[src/rtl/seq_det_pkg.sv]
// Shared defaults and helpers for the parametrised serial pattern detector.
package seq_det_pkg;

  localparam int unsigned DEF_PATTERN_W = 5;
  localparam logic [31:0] DEF_PATTERN   = 32'b10110;
  localparam int unsigned DEF_CNT_W     = 8;

  // Bits needed to hold values 0..v-1.
  function automatic int unsigned clog2(input int unsigned v);
    int unsigned r;
    r = 0;
    while ((64'd1 << r) < 64'(v)) r = r + 1;
    return r;
  endfunction

endpackage

[src/rtl/seq_detector_param_if.sv]
// Control/data bundle of the serial pattern detector (stimulus side = master).
interface seq_detector_param_if #(
  parameter int unsigned PATTERN_W = 5,
  parameter int unsigned CNT_W     = 8
);
  logic                 en;
  logic                 j;
  logic                 ovl;
  logic                 pat_ld;
  logic [PATTERN_W-1:0] pat_in;
  logic                 cnt_clr;
  logic                 w;
  logic [CNT_W-1:0]     match_cnt;

  modport master (output en, j, ovl, pat_ld, pat_in, cnt_clr, input w, match_cnt);
  modport slave  (input en, j, ovl, pat_ld, pat_in, cnt_clr, output w, match_cnt);
endinterface

[src/rtl/seq_match_cnt.sv]
// Saturating match counter with synchronous clear; a coincident inc lands as 1.
module seq_match_cnt #(
  parameter int unsigned CNT_W = 8
) (
  input  logic             clk,
  input  logic             rst,
  input  logic             clr,
  input  logic             inc,
  output logic [CNT_W-1:0] cnt
);
  logic [CNT_W-1:0] cnt_d;

  always_comb begin
    cnt_d = cnt;
    if (clr) cnt_d = CNT_W'(inc);
    else if (inc && (cnt != {CNT_W{1'b1}})) cnt_d = cnt + CNT_W'(1);
  end

  always_ff @(posedge clk or negedge rst) begin
    if (!rst) cnt <= '0;
    else      cnt <= cnt_d;
  end
endmodule

[src/rtl/seq_detector_param.sv]
// Parametrised Moore serial pattern detector with reloadable pattern and overlap control.
// Optional saturating match counter enabled by macro SEQ_MATCH_CNT_EN.
module seq_detector_param
  import seq_det_pkg::*;
#(
  parameter int unsigned          PATTERN_W = DEF_PATTERN_W,
  parameter logic [PATTERN_W-1:0] PATTERN   = PATTERN_W'(DEF_PATTERN),
  parameter int unsigned          CNT_W     = DEF_CNT_W
) (
  input  logic                 clk,
  input  logic                 rst,
  seq_detector_param_if.slave  bus
);
  localparam int unsigned      FILL_W   = clog2(PATTERN_W + 1);
  localparam logic [FILL_W-1:0] FILL_MAX = FILL_W'(PATTERN_W);
  localparam logic [FILL_W-1:0] FILL_ARM = FILL_W'(PATTERN_W - 1);

  logic [PATTERN_W-1:0] hist_q, hist_d;
  logic [PATTERN_W-1:0] pat_q, pat_d;
  logic [PATTERN_W-1:0] nxt_c;
  logic [FILL_W-1:0]    fill_q, fill_d;
  logic                 w_q, w_d;
  logic                 hit_c;

  // fill counts fresh bits, so stale history can never complete a match
  always_comb begin
    hist_d = hist_q;
    fill_d = fill_q;
    pat_d  = pat_q;
    w_d    = 1'b0;
    hit_c  = 1'b0;
    nxt_c  = {hist_q[PATTERN_W-2:0], bus.j};
    if (bus.pat_ld) begin
      pat_d  = bus.pat_in;
      fill_d = '0;
    end else if (bus.en) begin
      hist_d = nxt_c;
      hit_c  = (fill_q >= FILL_ARM) && (nxt_c == pat_q);
      w_d    = hit_c;
      if (hit_c && !bus.ovl)     fill_d = '0;
      else if (fill_q != FILL_MAX) fill_d = fill_q + FILL_W'(1);
    end
  end

  always_ff @(posedge clk or negedge rst) begin
    if (!rst) begin
      hist_q <= '0;
      fill_q <= '0;
      pat_q  <= PATTERN;
      w_q    <= 1'b0;
    end else begin
      hist_q <= hist_d;
      fill_q <= fill_d;
      pat_q  <= pat_d;
      w_q    <= w_d;
    end
  end

  assign bus.w = w_q;

`ifdef SEQ_MATCH_CNT_EN
  seq_match_cnt #(.CNT_W(CNT_W)) u_cnt (
    .clk (clk),
    .rst (rst),
    .clr (bus.cnt_clr),
    .inc (hit_c),
    .cnt (bus.match_cnt)
  );
`else
  logic unused_cnt_clr;
  assign unused_cnt_clr = bus.cnt_clr;
  assign bus.match_cnt  = CNT_W'(0);
`endif
endmodule
[src/flat_wrapper.sv]
// flat-port wrapper written by rule: the top's interface ports become plain ports
module seq_detector_param_flat import seq_det_pkg::*;
#(
  parameter int unsigned          PATTERN_W = DEF_PATTERN_W,
  parameter logic [PATTERN_W-1:0] PATTERN   = PATTERN_W'(DEF_PATTERN),
  parameter int unsigned          CNT_W     = DEF_CNT_W
)
  (clk, rst, bus_en, bus_j, bus_ovl, bus_pat_ld, bus_pat_in, bus_cnt_clr, bus_w, bus_match_cnt);
  seq_detector_param_if #(.PATTERN_W(PATTERN_W), .CNT_W(CNT_W)) bus_i ();
  input  logic clk;
  input  logic rst;
  input wire logic [$bits(bus_i.en)-1:0] bus_en;
  input wire logic [$bits(bus_i.j)-1:0] bus_j;
  input wire logic [$bits(bus_i.ovl)-1:0] bus_ovl;
  input wire logic [$bits(bus_i.pat_ld)-1:0] bus_pat_ld;
  input wire logic [$bits(bus_i.pat_in)-1:0] bus_pat_in;
  input wire logic [$bits(bus_i.cnt_clr)-1:0] bus_cnt_clr;
  output wire logic [$bits(bus_i.w)-1:0] bus_w;
  output wire logic [$bits(bus_i.match_cnt)-1:0] bus_match_cnt;
  assign bus_i.en = bus_en;
  assign bus_i.j = bus_j;
  assign bus_i.ovl = bus_ovl;
  assign bus_i.pat_ld = bus_pat_ld;
  assign bus_i.pat_in = bus_pat_in;
  assign bus_i.cnt_clr = bus_cnt_clr;
  assign bus_w = bus_i.w;
  assign bus_match_cnt = bus_i.match_cnt;
  seq_detector_param #(.PATTERN_W(PATTERN_W), .PATTERN(PATTERN), .CNT_W(CNT_W)) u_core (.clk(clk), .rst(rst), .bus(bus_i));
endmodule
[config.mk]
export PLATFORM = sky130hd
export DESIGN_NAME = seq_detector_param_flat
export DESIGN_NICKNAME = d
export VERILOG_FILES = /design/src/rtl/seq_det_pkg.sv /design/src/rtl/seq_detector_param_if.sv /design/src/rtl/seq_match_cnt.sv /design/src/rtl/seq_detector_param.sv /design/src/flat_wrapper.sv
export SDC_FILE = /design/constraint.sdc
export NUM_CORES = 1
export LEC_CHECK = 0
export BUFFER_PORTS_ARGS = -buffer_cell sky130_fd_sc_hd__clkbuf_2
export CELL_PAD_IN_SITES_DETAIL_PLACEMENT = 0
export CELL_PAD_IN_SITES_GLOBAL_PLACEMENT = 1
export CORE_MARGIN = 3
export CORE_UTILIZATION = 34
export CTS_BUF_LIST = sky130_fd_sc_hd__clkbuf_4 sky130_fd_sc_hd__clkbuf_8 sky130_fd_sc_hd__clkbuf_16
export DETAILED_ROUTE_END_ITERATION = 16
export GPL_ROUTABILITY_DRIVEN = 0
export GPL_TIMING_DRIVEN = 0
export PLACE_DENSITY_LB_ADDON = 0.1
export SLEW_MARGIN = 5
export SYNTH_ARGS = -nofsm -noshare
export SYNTH_HDL_FRONTEND = slang
export SYNTH_SLANG_ARGS = --single-unit
[constraint.sdc]
create_clock -name clk -period 1.3 [get_ports clk]
set_input_delay 0.13 -clock clk [delete_from_list [all_inputs] [get_ports clk]]
set_output_delay 0.13 -clock clk [all_outputs]
set_load 0.01 [all_outputs]
=== After elaboration in Yosys (flattened, before gate mapping) ===
Index checks and enable logic that the tools add are counted.

* Register bits after elaboration: 13
* Latch bits: 0
* RAM bits: 0
* Memory bits (read-only): 0
* Input port bits: 12
* Output and inout bits: 9
* Memories kept: 0

* $add $sub $neg: 1
* Multiply operators: 0
* Div/mod/pow operators: 0
* Magnitude comparators: 1
* Eq/ne operators: 2
* Shift-type cells: 0
* Mux-type cells: 6
* Bitwise operators: 1
* Reductions and logical operators: 7

{| class="wikitable"
|+ Operators by type and width
! cell !! count
|-
| $mux 3 || 4
|-
| $eq 5x5->1 || 1
|-
| $reduce_and 2->1 || 2
|-
| $add 3x1->3 const B || 1
|-
| $ge 3x3->1 const B || 1
|-
| $ne 3x3->1 const B || 1
|-
| $reduce_bool 3->1 || 1
|-
| $logic_and 1x1->1 || 2
|-
| $mux 1 || 2
|-
| $reduce_bool 2->1 || 1
|-
| $logic_not 1->1 || 1
|-
| $not 1->1 || 1
|}

=== Depth between registers and ports, before layout ===
Gate-level depths: netlist (run 1).

* Depth in word-level cells: 6
* Depth in mapped cells: 5

=== Worst setup path after synthesis (run 1) ===
No wires, ideal clock.

* Kind: register -> register
* Start point: register u_core.fill_q[1]
* End point: register u_core.fill_q[2]
* Data arrival time: 1,211 ps
* Data required time: 1,223 ps
* Slack: 12 ps
* Stages on the path, launching flop included: 6
* Buffers on the path: 0
* Cells stage by stage: dfrtp_1 -> inv_1 -> ha_1 -> and4b_1 -> or3_1 -> a21oi_1

* Cells in the longest elaborated chain, start to end: 6
* Elaborated cells on any way between the ends: 11

{| class="wikitable"
|+ RTL lines
! element !! RTL line !! text
|-
| from (decl) || seq_detector_param.sv:21 || <nowiki>logic [FILL_W-1:0] fill_q, fill_d;</nowiki>
|-
| from (signal assigned) || seq_detector_param.sv:53 || <nowiki>fill_q <= fill_d;</nowiki>
|-
| $ge 3x3->1 || seq_detector_param.sv:38 || <nowiki>hit_c = (fill_q >= FILL_ARM) && (nxt_c == pat_q);</nowiki>
|-
| $logic_and 1x1->1 || seq_detector_param.sv:38 ||
|-
| $logic_and 1x1->1 || seq_detector_param.sv:40 || <nowiki>if (hit_c && !bus.ovl) fill_d = '0;</nowiki>
|-
| $mux 3 || seq_detector_param.sv:40 ||
|-
| $mux 3 || seq_detector_param.sv:36 || <nowiki>end else if (bus.en) begin</nowiki>
|-
| $mux 3 || seq_detector_param.sv:33 || <nowiki>if (bus.pat_ld) begin</nowiki>
|}

Several ways; a longest one is shown, not always the timed one. The select of a mux whose other input is x is not followed.
A chain may end at the register's enable or synchronous reset.

=== Worst setup path after layout (run 1) ===
* Start point: register u_core.fill_q[0]
* End point: register u_core.fill_q[1]

Same word-level chain as after synthesis.

==> run summary, run 1 <==
run status: finished, violations left
failing checks: negative setup slack
vias in the first global route: 476
core area: 1840 um2
Hold Startpoint: bus_pat_in[1]
Top FF cell, synth: dfrtp_1
critical path required time: 1.45 ns
multiplexer share of the synthesized area: 15.9%
initial drt markers: 0
design area: 953 um2
first-pass GRT wire length: 1950 um
via count: 458
Boundary Pins: 21
min-delay worst type: primary input to flip-flop
cts bufs inserted: 3
Finish-stage setup viols: 1
post-synth top area share: 35.8%
Initial Utilization: 38.0%
GR Util All Layers: 10.4%
share of synthesized registers carrying an async set or reset: 100%
crit path max fanout: 4
synthesized area: 698 um2
post-synthesis xor/xnor area fraction: 7.53%
largest family of logic cells by synthesized area: multiplexers
Synth area leaders: dfrtp_1 (36%), mux2_2 (15%), dfstp_2 (11%)
VDD IR max: 1.04 mV
flops & latches, synth: 13
largest net degree at the start of global routing: 14
Synth Area in Adders: 5.38%
worst-skew pair later-pin latency: 0.27 ns
top-count cell post-synth: dfrtp_1
top cells by instance count after synthesis: dfrtp_1 (10), mux2_2 (9), buf_4 (8)
Crit Path Class: flip-flop to flip-flop
PD cells: 1090 nW/um2
simple-gate portion of the synthesized area: 7.89%
complex-gate fraction of the synthesized area: 5.20%
per-cell routed wire length: 10.4 um
crit path capture type: flip-flop
Diodes inserted: 0
Detailed Place HPWL: 825 um
IO Port Bufs: 10
area leader, netlist: dfrtp_1
Unique masters post-synth: 20
Via-to-Cell Ratio: 4.28
number of nets with antenna violations after routing: 0
Post-Synthesis Cells: 55
CTS tree: built
area delta synth->final: 36.6%
clk buf depth: 2
cell chain of the critical path: ha_4 > buf_4 > a21boi_4 > mux2i_1 > a211oi_1
CP Launch Point: u_core.fill_q[0]$_DFFE_PN0P_
clock skew: 0.00659 ns
Final Net Count: 98
Initial DRT Pass Iterations: 1
startpoint types: flip-flop
total gr overflow: 0
CP arrival: 1.45 ns
clock sink total: 13
Final min period: 1.30 ns
final hold viol count: 0
Static Leakage: 0.446 nW
htree depth: 1
Post-Route WL: 1110 um
Synth Area per Inst: 12.7 um2
fill count: 181
Yosys Warn Count: 0
layout cell share with drive strength beyond 1: 64.6%
CTS Root Cell: clkbuf_4
crit path max-delay cell type: dfrtp_2
Die Wd: 51.3 um
Setup TNS: -0.000845 ns
crit-path leading delay family: flip-flops
Post-synth EDFFs: 0
Post-DP Area: 806 um2
Clock Pin Slew Worst Setup and Hold Paths: 0.08 ns
CP bufs+invs: 1
fin worst setup slack: -0.000845 ns
antenna violations before repair: 0
RSZ-0062 raised after global routing: true
Seq/Total Area, Yosys: 47.1%
final-report max-slew violation count: 0
Post-route DRC: 0
Max Cap Viol: 0
Total Power: 0.00104 W
Die Y: 51.3 um
row count: 15
crit-path max cell delay: 0.45 ns
Critical R2R Launch: u_core.fill_q[0]$_DFFE_PN0P_
DP Worst Slack: -0.0803 ns
period utilisation layout: 100%
die area: 2630 um2
Fmax achieved: 769 MHz
[cells in the final DEF, fill, tap and decap left out, drive strengths merged]
cell type	instances
a211oi	2
a21boi	1
a21oi	2
and4	1
and4b	1
buf	14
clkbuf	14
conb	8
dfrtp	10
dfstp	3
dlygate4sd3	1
ha	3
inv	2
mux2	9
mux2i	1
nand2b	1
nor4b	2
or3	1
xnor2	4
xor2	2
[through the flow]
step	cells	utilization, %	hold slack, ns
after floorplan	62	-	-0.166
after global routing	107	51.8	0.0765
after detailed placement	97	43.8	0.0387
after CTS	105	48.6	0.0853
final	107	51.8	0.0880
after global placement	97	43.8	0.0410
[worst register-to-register path: stages (launching register included)]
cell and delay (ns):
dfrtp_2 0.45, ha_4 0.17, buf_4 0.13, a21boi_4 0.17
mux2i_1 0.21, a211oi_1 0.06
[registers in the layout, indices dropped and copies added (netlist names)]
register and count:
u_core.pat_q 5, u_core.hist_q 4, u_core.fill_q 3, u_core.bus.w 1
[metal layers]
layer,wire [um],vias up,global-route usage [%]
li1,-,227,-
met1,450,217,11.4
met2,574,12,17.2
met3,72,2,5.25
met4,11,0,3.93
met5,0,-,0
[logic make-up (layout without fill, tap and decap cells)]
logic type / after synthesis / in the layout
buffers and inverters: 11 / 31
AO/OA/AOI/OAI: 5 / 5
multiplexers: 10 / 10
AND/OR/NAND/NOR: 6 / 6
adder cells (fa/ha/maj): 3 / 3
flip-flops: 13 / 13
other: 1 / 8
XOR/XNOR: 6 / 6
[report_power, final]
part           internal, W  switching (W)
combinational     0.000149       0.000111
sequential        0.000470      0.0000495
clock             0.000140       0.000121
[cell type report]
type,instances,area (um2),share of cell area [%]
plain buffers,9,65.1,6.82
clock buffers,4,30.0,3.15
inverters,2,7.51,0.787
multi-input cells,38,392,41.1
flip-flops and latches,13,330,34.6
well taps,25,31.3,3.28
repair buffers,16,97.6,10.2
[repair_timing]
action / in CTS / in global routing
hold endpoints to repair: 10 / 0
hold buffers: 1 / 0
endpoints found under the setup margin: 2 / 4
pin swaps: 4 / 1
buffers inserted: 3 / 2
gates resized for setup: 6 / 8
[path summary, 6_finish.rpt]
path | to | slack (ns) | cells past startpoint
min in group asynchronous | u_core.hist_q[0]$_DFFE_PN0P_ | 0.28 | 2
hold / removal | u_core.pat_q[1]$_DFFE_PN1P_ | 0.09 | 2
setup reg to reg | u_core.fill_q[1]$_DFFE_PN0P_ | -0.0008 | 5
setup / recovery | u_core.fill_q[1]$_DFFE_PN0P_ | -0.0008 | 5
max in group asynchronous | u_core.pat_q[2]$_DFFE_PN1P_ | 0.73 | 2
hold reg to reg | u_core.pat_q[0]$_DFFE_PN0P_ | 0.53 | 1
Note: power is estimated with default switching activity, not from simulation.
==> run 2: changes to the inputs <==
- SYNTH_HIERARCHICAL: unset -> 1
==> run 2 against run 1 <==
The flow still finishes with violations (negative setup slack). Critical path depth shrank 1. Synthesized area rose by 2.5%. Clock skew decreased by 0.0028 ns. Non-clock buffer count fell by 4. First-iteration DRC count increased by 6. Cell area is 3.5% lower. Worst hold slack worse by 0.0051 ns. Sequential share of layout area grew 1.1 points. Power grew 2.0%. Via count grew 4.1%. Wire length grew 13%. Register-to-register slack got worse by 0.07 ns.
==> run summary, run 2 <==
run status: finished, violations left
failing checks: negative setup slack
flops & latches, synth: 13
clk buf depth: 2
Top reg by flops: u_core/pat_q
CTS Root Cell: clkbuf_4
cts bufs inserted: 3
CTS tree: built
hold slack final: 0.0829 ns
area leader, netlist: dfrtp_1
Clock Pin Slew Worst Setup and Hold Paths: 0.07 ns
CP Launch Point: u_core/pat_q[4]$_DFFE_PN1P_
row count: 15
startpoint types: flip-flop
worst-skew pair later-pin latency: 0.27 ns
largest net degree at the start of global routing: 14
Hold Startpoint: bus_pat_in[0]
Fmax achieved: 729 MHz
Total Power: 0.00106 W
cell chain of the critical path: xnor2_2 > nand4_4 > o32ai_2 > a311oi_1
IO Port Bufs: 10
PD cells: 1150 nW/um2
Post-Route WL: 1250 um
number of nets with antenna violations after routing: 0
Via-to-Cell Ratio: 4.38
core area: 1860 um2
layout cell share with drive strength beyond 1: 53.6%
Largest regs: u_core/pat_q: 5 flops, u_core/hist_q: 4 flops, u_core/fill_q: 3 flops
first-pass GRT wire length: 2340 um
max reg flops: 5
clock skew: 0.00381 ns
Finish-stage setup viols: 2
sequential cell area: 329 um2
Boundary Pins: 21
most frequent cells in the layout: clkbuf_2 (10), dfrtp_1 (10), mux2_2 (9), buf_4 (9), conb_1 (8)
crit path capture type: flip-flop
vias in the first global route: 524
Unique masters post-synth: 22
fin worst setup slack: -0.0727 ns
crit-path max cell delay: 0.56 ns
antenna violations before repair: 0
Post-route DRC: 0
Diodes inserted: 0
CP arrival: 1.51 ns
post-synth top area share: 35.0%
design area: 920 um2
Yosys Warn Count: 6
Crit Path Class: flip-flop to flip-flop
Die Wd: 51.9 um
clock sink total: 13
Synth Area per Inst: 11.7 um2
Top FF cell, synth: dfrtp_1
critical path required time: 1.44 ns
area delta synth->final: 28.5%
Post-Synthesis Cells: 61
multi-input logic area: 385 um2
top cells by instance count after synthesis: dfrtp_1 (10), mux2_2 (9), buf_4 (8)
crit path max fanout: 4
crit path max-delay cell type: dfstp_2
min-delay worst type: primary input to flip-flop
htree depth: 1
period utilisation layout: 106%
share of synthesized registers carrying an async set or reset: 100%
Synth area leaders: dfrtp_1 (35%), mux2_2 (14%), dfstp_2 (11%)
synthesized area: 716 um2
GR Util All Layers: 12.0%
Seq/Total Area, Yosys: 46.0%
final-report max-slew violation count: 0
Final min period: 1.37 ns
RSZ-0062 raised after global routing: true
Post-DP Area: 823 um2
Max Cap Viol: 0
Detailed Place HPWL: 904 um
total gr overflow: 0
CP bufs+invs: 0
Die Y: 51.9 um
fill count: 183
VDD IR max: 0.827 mV
Critical R2R Launch: u_core/pat_q[4]$_DFFE_PN1P_
Setup TNS: -0.119 ns
via count: 477
Static Leakage: 0.423 nW
die area: 2690 um2
per-cell routed wire length: 11.4 um
crit-path leading delay family: flip-flops
Final Net Count: 100
top-count cell post-synth: dfrtp_1
Initial DRT Pass Iterations: 4
initial drt markers: 6
final hold viol count: 0
Initial Utilization: 38.5%
Post-synth EDFFs: 0
[run 2: final timing paths]
kind | to | cells after the start | slack [ns]
min in group asynchronous | u_core/hist_q[0]$_DFFE_PN0P_ | 2 | 0.28
worst min-delay path | u_core/pat_q[0]$_DFFE_PN0P_ | 2 | 0.08
worst min register to register | u_core/pat_q[0]$_DFFE_PN0P_ | 1 | 0.54
max in group asynchronous | u_core/pat_q[4]$_DFFE_PN1P_ | 2 | 0.73
worst max register to register | u_core/fill_q[2]$_DFFE_PN0P_ | 4 | -0.07
worst max-delay path | u_core/fill_q[2]$_DFFE_PN0P_ | 4 | -0.07
[run 2: kinds of logic (layout without fill, tap and decap cells)]
family / Yosys count / after routing / share of synthesized area, %
flops: 13 / 13 / 46.0
buf+inv: 12 / 28 / 10.7
simple gates: 11 / 11 / 8.92
mux: 9 / 9 / 14.2
compound gates: 7 / 7 / 8.39
xor+xnor: 5 / 5 / 6.12
fa+ha+maj: 3 / 3 / 5.25
other cells: 1 / 8 / 0.524
[run 2: final cells by class]
cell class,count,share of cell area (%)
sequential,13,35.8
buffer,9,7.07
tap,25,3.40
clock buffer,4,3.27
multi-input combinational,43,41.9
inverter,3,1.22
timing repair buffer,12,7.35
[run 2: routing by layer]
| layer | track usage [%] | wire [um] |
|---|---|---|
| met5 | 0 | 0 |
| met4 | 2.62 | 0 |
| met3 | 6.88 | 143 |
| met2 | 18.6 | 578 |
| met1 | 14.2 | 525 |
[run 2: report_power, final]
group / internal, W / switching [W] / leakage [nW] / total (W)
registers: 0.000468 / 0.0000609 / 0.157 / 0.000529
logic: 0.000157 / 0.000114 / 0.248 / 0.000271
clock network: 0.000140 / 0.000122 / 0.0184 / 0.000262
total: 0.000765 / 0.000296 / 0.423 / 0.00106
[run 2: repair_timing]
| action | CTS | global route |
|---|---|---|
| setup endpoints to repair | 3 | 3 |
| hold buffers | 1 | 0 |
| pin swaps | 2 | 5 |
| setup buffers | 0 | 1 |
| gates cloned | 0 | 0 |
| hold endpoints to repair | 10 | 0 |
| resized for setup | 3 | 4 |
[run 2: worst register-to-register path, delay by kind of cell, from the launching register on]
| kind | cells | cell delay [ns] |
|---|---|---|
| flops | 1 | 0.56 |
| xor+xnor | 1 | 0.14 |
| compound gates | 2 | 0.39 |
| simple gates | 1 | 0.15 |
[run 2: stage by stage]
step	utilization (%)	cells	setup slack [ns]
after floorplan	-	68	0.0212
after global placement	44.3	103	-0.104
after detailed placement	44.3	103	-0.0907
after CTS	47.4	108	-0.0939
after global routing	49.5	109	-0.172
final	49.5	109	-0.0727
